===== src/rtl/brushless_comm_ctrl.sv =====
// brushless_comm_ctrl
//   Six-step commutation controller for a brushless motor. The hall sensor
//   inputs are synchronized and then sampled once per PWM period. A four-state
//   FSM (IDLE/RUN/BRAKE/FAULT) chooses the coil drive selects and the duty
//   command.
//
//   Ports:
//     clk                       rising-edge clock
//     rst                       synchronous, active-high reset
//     go                        run enable
//     brake                     regenerative brake request
//     hallGrn/hallYlw/hallBlu   asynchronous hall sensor inputs
//     PWM_synch                 one-cycle pulse per PWM period
//     drv_mag[11:0]             requested drive magnitude (duty target = [11:1])
//     selGrn/selYlw/selBlu      coil select: 00 hi-Z, 01 rev, 10 fwd, 11 brake
//     duty[10:0]                duty command
//     hall_fault                high while in FAULT
//     comm_cnt[15:0]            saturating commutation count, cleared in IDLE
//
//   Build option: define DUTY_SLEW_EN to limit each RUN duty change to
//   SLEW_STEP per PWM period. Without it, the target is loaded directly.
module brushless_comm_ctrl #(
    parameter logic [10:0] BRAKE_DUTY = 11'h600,
    parameter logic [10:0] SLEW_STEP  = 11'd8
) (
    input  logic        clk,
    input  logic        rst,
    input  logic        go,
    input  logic        brake,
    input  logic        hallGrn,
    input  logic        hallYlw,
    input  logic        hallBlu,
    input  logic        PWM_synch,
    input  logic [11:0] drv_mag,
    output logic [1:0]  selGrn,
    output logic [1:0]  selYlw,
    output logic [1:0]  selBlu,
    output logic [10:0] duty,
    output logic        hall_fault,
    output logic [15:0] comm_cnt
);

    typedef enum logic [1:0] {IDLE, RUN, BRAKE, FAULT} state_t;

    // An all-ones step limit makes the slew limiter load the target directly.
`ifdef DUTY_SLEW_EN
    localparam logic [10:0] STEP_LIM = SLEW_STEP;
`else
    localparam logic [10:0] STEP_LIM = SLEW_STEP | 11'h7FF;
`endif

    state_t      state, state_nxt;
    logic [2:0]  hall_s1, hall_s2, hall_q, hall_q_nxt;
    logic [10:0] duty_nxt, target;
    logic [5:0]  sel_nxt;
    logic        h_valid;
    logic        unused_drv_lsb;

    assign unused_drv_lsb = drv_mag[0];
    assign target         = drv_mag[11:1];
    assign h_valid        = (hall_s2 != 3'b000) && (hall_s2 != 3'b111);
    assign hall_q_nxt     = PWM_synch ? hall_s2 : hall_q;
    assign hall_fault     = (state == FAULT);

    function automatic logic [5:0] sel_map(input logic [2:0] h);
        case (h)
            3'b101:  sel_map = 6'b10_01_00;
            3'b100:  sel_map = 6'b10_00_01;
            3'b110:  sel_map = 6'b00_10_01;
            3'b010:  sel_map = 6'b01_10_00;
            3'b011:  sel_map = 6'b01_00_10;
            3'b001:  sel_map = 6'b00_01_10;
            default: sel_map = 6'b00_00_00;
        endcase
    endfunction

    function automatic logic [10:0] slew(input logic [10:0] cur, input logic [10:0] tgt);
        if (tgt > cur)
            slew = ((tgt - cur) > STEP_LIM) ? cur + STEP_LIM : tgt;
        else
            slew = ((cur - tgt) > STEP_LIM) ? cur - STEP_LIM : tgt;
    endfunction

    always_comb begin
        state_nxt = state;
        case (state)
            IDLE:  if (go && PWM_synch) state_nxt = h_valid ? RUN : FAULT;
            RUN: begin
                if (!go)
                    state_nxt = IDLE;
                else if (PWM_synch) begin
                    if (!h_valid)   state_nxt = FAULT;
                    else if (brake) state_nxt = BRAKE;
                end
            end
            BRAKE: begin
                if (!go)
                    state_nxt = IDLE;
                else if (PWM_synch && !brake)
                    state_nxt = h_valid ? RUN : FAULT;
            end
            FAULT: if (!go) state_nxt = IDLE;
            default: state_nxt = IDLE;
        endcase
    end

    // Outputs are computed from the next state so that they register
    // together with the state change.
    always_comb begin
        sel_nxt  = 6'b00_00_00;
        duty_nxt = duty;
        case (state_nxt)
            RUN: begin
                sel_nxt = sel_map(hall_q_nxt);
                if (PWM_synch) duty_nxt = slew(duty, target);
            end
            BRAKE: begin
                sel_nxt  = 6'b11_11_11;
                duty_nxt = BRAKE_DUTY;
            end
            default: duty_nxt = '0;
        endcase
    end

    always_ff @(posedge clk) begin
        if (rst) begin
            state    <= IDLE;
            hall_s1  <= '0;
            hall_s2  <= '0;
            hall_q   <= '0;
            selGrn   <= '0;
            selYlw   <= '0;
            selBlu   <= '0;
            duty     <= '0;
            comm_cnt <= '0;
        end else begin
            state   <= state_nxt;
            hall_s1 <= {hallGrn, hallYlw, hallBlu};
            hall_s2 <= hall_s1;
            hall_q  <= hall_q_nxt;
            {selGrn, selYlw, selBlu} <= sel_nxt;
            duty    <= duty_nxt;
            // hall_q is always a valid pattern while in RUN, so comparing
            // against it compares against the previous valid capture.
            if (state_nxt == IDLE)
                comm_cnt <= '0;
            else if (state == RUN && PWM_synch && h_valid &&
                     hall_s2 != hall_q && comm_cnt != 16'hFFFF)
                comm_cnt <= comm_cnt + 16'd1;
        end
    end

endmodule


===== config.mk =====
export PLATFORM = sky130hd
export DESIGN_NAME = brushless_comm_ctrl
export DESIGN_NICKNAME = d
export VERILOG_FILES = /design/src/rtl/brushless_comm_ctrl.sv
export SDC_FILE = /design/constraint.sdc
export NUM_CORES = 1
export LEC_CHECK = 0
export CAP_MARGIN = 30
export CELL_PAD_IN_SITES_DETAIL_PLACEMENT = 1
export CELL_PAD_IN_SITES_GLOBAL_PLACEMENT = 1
export CORE_MARGIN = 10
export CORE_UTILIZATION = 35
export DETAILED_ROUTE_END_ITERATION = 10
export GPL_TIMING_DRIVEN = 0
export PLACE_DENSITY_LB_ADDON = 0.1
export SLEW_MARGIN = 20
export SYNTH_ARGS = -nofsm -noshare
export SYNTH_HDL_FRONTEND = slang
export SYNTH_SLANG_ARGS = --single-unit

===== constraint.sdc =====
create_clock -name clk -period 3.46 [get_ports clk]
set_clock_uncertainty 0.2 [all_clocks]
set_input_delay 0.346 -clock clk [delete_from_list [all_inputs] [get_ports clk]]
set_output_delay 0.346 -clock clk [all_outputs]
set_load 0.02 [all_outputs]

Word level (Yosys, flattened, before mapping)
Cells that the tools add are included.

word-level totals
  flip-flop bits (word level) = 44
  output and inout port bits = 34
  logic and storage cells = 62

cells by class
  add/sub/neg operators = 5
  $lt $le $gt $ge = 3
  eq/ne operators = 15
  multiplexer cells = 18
  reduce and logical (&&, ||, !) cells = 12

operators with widths
  operator                  number
  $mux W11                  4
  $pmux W6 S6               1
  $gt A11 B11 Y1 const B    2
  $pmux W11 S2              1
  $sub A11 B11 Y11          2
  $mux W2                   9
  $add A16 B1 Y16 const B   1
  $ne A16 B16 Y1 const B    1
  $pmux W6 S2               1
  $add A11 B11 Y11 const B  1
  $gt A11 B11 Y1            1
  $sub A11 B11 Y11 const B  1
  $eq A3 B3 Y1 const B      3
  $pmux W2 S4               1
  $logic_and A1 B1 Y1       7
  $eq A2 B2 Y1 const B      3
  $eq A3 B2 Y1 const B      2
  $eq A2 B1 Y1 const B      2
  $logic_not A2 Y1          2
  $eq A3 B1 Y1 const B      1
  $mux W3                   1
  $ne A3 B3 Y1              1
  $ne A3 B3 Y1 const B      1
  $reduce_bool A3 Y1        1
  3 further kinds           3

Logic depth before layout (Yosys ltp)
  depth in word-level cells = 8
  gate-level depth with buffers = 12

Least setup slack after synthesis
OpenSTA, ideal clock, no wires.

  path type = input to register
  start point = input PWM_synch
  end point = register comm_cnt[14]
  setup time = 0.057 ns
  data arrival time = 2.403 ns
  data required time = 3.203 ns
  setup slack = 0.799 ns
  stages on the path = 9
  path buffers = 4
  path through = clkbuf_1 > clkbuf_1 > o211ai_1 > ha_1 > or2_2 > clkbuf_1 > dlygate4sd1_1 > nor2_1 > a31o_2

between the ends
  cells in the longest elaborated chain, start to end = 6
  elaborated cells on any way between the ends = 14
  classes of those cells = mux (6); reduce/logical (8)

RTL lines
  what                        RTL line  RTL
  start, declared             33        input logic PWM_synch,
  $logic_and A1 B1 Y1         99        else if (PWM_synch && !brake)
  $mux W2                     99
  $mux W2                     97        if (!go)
  $pmux W2 S4                 86        case (state)
  $logic_not A2 Y1            145       if (state_nxt == IDLE)
  $reduce_or A2 Y1 (no line)  -
  end signal, assigned        149       comm_cnt <= comm_cnt + 16'd1;
  end, declared               40        output logic [15:0] comm_cnt

Parallel ways exist; a longest one is shown, timed or not.
A chain may end at the register's enable or synchronous reset.

Worst setup path after layout
Same ends and word-level chain as after synthesis.

==> flow_summary.json <==
{
  "internal_power_uw": 789,
  "drv_cap": 0,
  "swShare": 0.242,
  "cts_buffer_depth": 2,
  "start_util": 0.364,
  "arrival_ns": 3.08,
  "ff2ff_path_depth": 10,
  "placementRows": 27,
  "cts_max_level": 2,
  "synth_seq_cells": 44,
  "slew_headroom": 0.662,
  "hp-class": "reg -> reg",
  "grt_remaining_overflow": 0,
  "seqPwrFrac": 0.501,
  "port_buffers": 52,
  "async_flop_share": 0,
  "period_share": 0.892,
  "clock_latency_ns": 0.29,
  "grt_first_pass_wirelength_um": 8910,
  "synth_edf_count": 0,
  "ir_drop_mv": 0.209,
  "instances_no_fill": 364,
  "post-synth-top-count-cell": "dfxtp_1",
  "setup-tns-final_ns": 0,
  "fin_crit_ns": 3.08,
  "rsz0062_at_grt": "no",
  "postRouteAntennaNets": 0,
  "antenna_found_initial": 0,
  "drcViolationCount": 0,
  "ys_seq_area_frac": 0.437,
  "cts_sinks": 44,
  "routed_wl_um": 5350,
  "cts_buffers": 5,
  "viasPerCell": 5.01,
  "power_switching_uw": 252,
  "setup_viol": 0,
  "cp_data_required_time_ns": 3.46,
  "synthesis.nets": 256,
  "p_clk_frac": 0.385,
  "clockRootBuffer": "clkbuf_8",
  "nets": 315,
  "coreArea_um2": 5540,
  "vias": 1824,
  "crit_type": "in -> reg",
  "ys_types": 44,
  "power_frac_comb": 0.113,
  "synth_area_leaders": "dfxtp_1 (44%), nor2_1 (5.6%), nor2b_1 (4.7%)",
  "yosys_warnings": 0,
  "avgSynthCellArea_um2": 8.69,
  "crit_path_end_kind": "flop",
  "grt_usage": 0.120,
  "gp_congestion": 0.762,
  "antennaDiodeCount": 0,
  "die_h_um": 95.9,
  "synth_ff_type": "dfxtp_1",
  "yosys-top-cells-count": "dfxtp_1 (44), nor2_1 (30), nand2_1 (21)",
  "final_util": 0.495,
  "cts_tree": "built",
  "grt_max_degree": 16,
  "slew_violations": 0,
  "holdWs_ns": 0.248,
  "worstMarginPinSlew_ns": 0.505,
  "io_pins": 54,
  "cp-start-kind": "primary input",
  "syn_area_um2": 2020,
  "first_global_vias": 1887,
  "die_x_um": 95.9,
  "synth_top_area_share": 0.437,
  "hold_depth": 1,
  "p_leak_uw": 0.00101,
  "clkTransAtPathRegs_ns": 0.09,
  "finalHoldViolations": 0,
  "powerDensity_nw_per_um2": 379,
  "die_area_um2": 9190,
  "first_pass_iters": 4,
  "area_growth_pct": 36.2,
  "dp.cells": 356,
  "layout-drive-gt1-share": 0.0890,
  "fmax_mhz": 324,
  "first_iter_violations": 32,
  "avgRoutedWirePerCell_um": 14.7,
  "outcome": "finished clean",
  "hpwl_um": 4110,
  "worstPathMaxFanout": 10,
  "synth_top_area_cell": "dfxtp_1",
  "netlist_instances": 232
}
metrics by stage:
step	power (uW)	setup slack, ns	area (um2)
5_1_grt	1090	0.142	2750
4_1_cts	1060	0.00624	2740
3_3_place_gp	651	-0.295	2630
6_report	1040	0.375	2750
3_5_place_dp	653	-0.305	2630
2_1_floorplan	602	0.799	2020
worst max-delay path, cell delays in order:
cell,delay (ns)
clkdlybuf4s50_1,0.46
clkbuf_2,0.24
clkbuf_2,0.25
o211ai_1,0.38
ha_1,0.23
or2_2,0.11
clkbuf_1,0.23
dlygate4sd1_1,0.50
nor2_1,0.08
a31o_2,0.25
cells by family after synthesis:
family,Yosys count,share of synthesized area
compound gates,50,0.169
xor+xnor,6,0.0261
fa+ha+maj,4,0.0248
buf+inv,21,0.0453
flops,44,0.437
mux,8,0.0416
simple gates,99,0.256
flip-flops by register name, indices dropped and copies added, names as in the netlist:
name	flops
comm_cnt	16
duty	11
hall_q	3
hall_s1	3
hall_s2	3
selBlu	2
selGrn	2
selYlw	2
state	2
cell type report:
type / instances / area [um2]
inverter: 10 / 37.5
clock inverter: 3 / 47.5
fill: 661 / 2800
timing repair buffer: 52 / 520
sequential: 44 / 881
buffer: 11 / 56.3
multi-input combinational: 167 / 1040
tap: 72 / 90.1
clock buffer: 5 / 68.8
per-layer routing:
metal  share of wire  track usage  vias to the layer above
li1                -            -                      933
met1            0.44        0.136                      861
met2            0.50        0.216                       26
met3           0.055       0.0319                        4
met4          0.0086       0.0332                        0
met5               0            0                        -
final timing paths:
check | startpoint | end | slack (ns)
hold / removal | hall_s1[1] | hall_s2[1] | 0.25
setup / recovery | PWM_synch | comm_cnt[14] | 0.38
hold reg to reg | hall_s1[1] | hall_s2[1] | 0.25
setup reg to reg | hall_s2[2] | comm_cnt[14] | 0.45
timing repair:
action	4_1_cts	5_1_grt
endpoints found under the setup margin	0	11
hold buffers	0	0
gates resized for setup	0	4
buffers inserted	0	0
cells in the final DEF, fill, tap and decap left out, types with 3 or more instances in the layout:
cell type	netlist	routed
clkdlybuf4s50_1	0	52
dfxtp_1	44	44
nor2_1	30	30
nand2_1	21	21
nor2b_1	15	15
a21oi_1	12	12
inv_1	10	10
a31oi_1	9	9
o22ai_1	7	7
o21ai_0	6	6
nand3_1	6	6
xnor2_1	5	5
clkbuf_1	7	5
mux2i_1	5	5
clkbuf_8	0	5
a41o_1	4	4
ha_1	4	4
nor3_1	3	3
nand2b_1	3	3
nand4_1	3	3
or3_2	3	3
mux2_2	3	3
power by group through the flow:
| stage | sequential [uW] | combinational [uW] | clock [uW] |
|---|---|---|---|
| final | 522 | 118 | 401 |
| after CTS | 522 | 120 | 421 |
| after floorplan | 538 | 64.1 | 0 |
| after detailed placement | 534 | 119 | 0 |
| after global placement | 534 | 118 | 0 |
| after global routing | 524 | 133 | 435 |
Power figures use the tool's default switching activity.
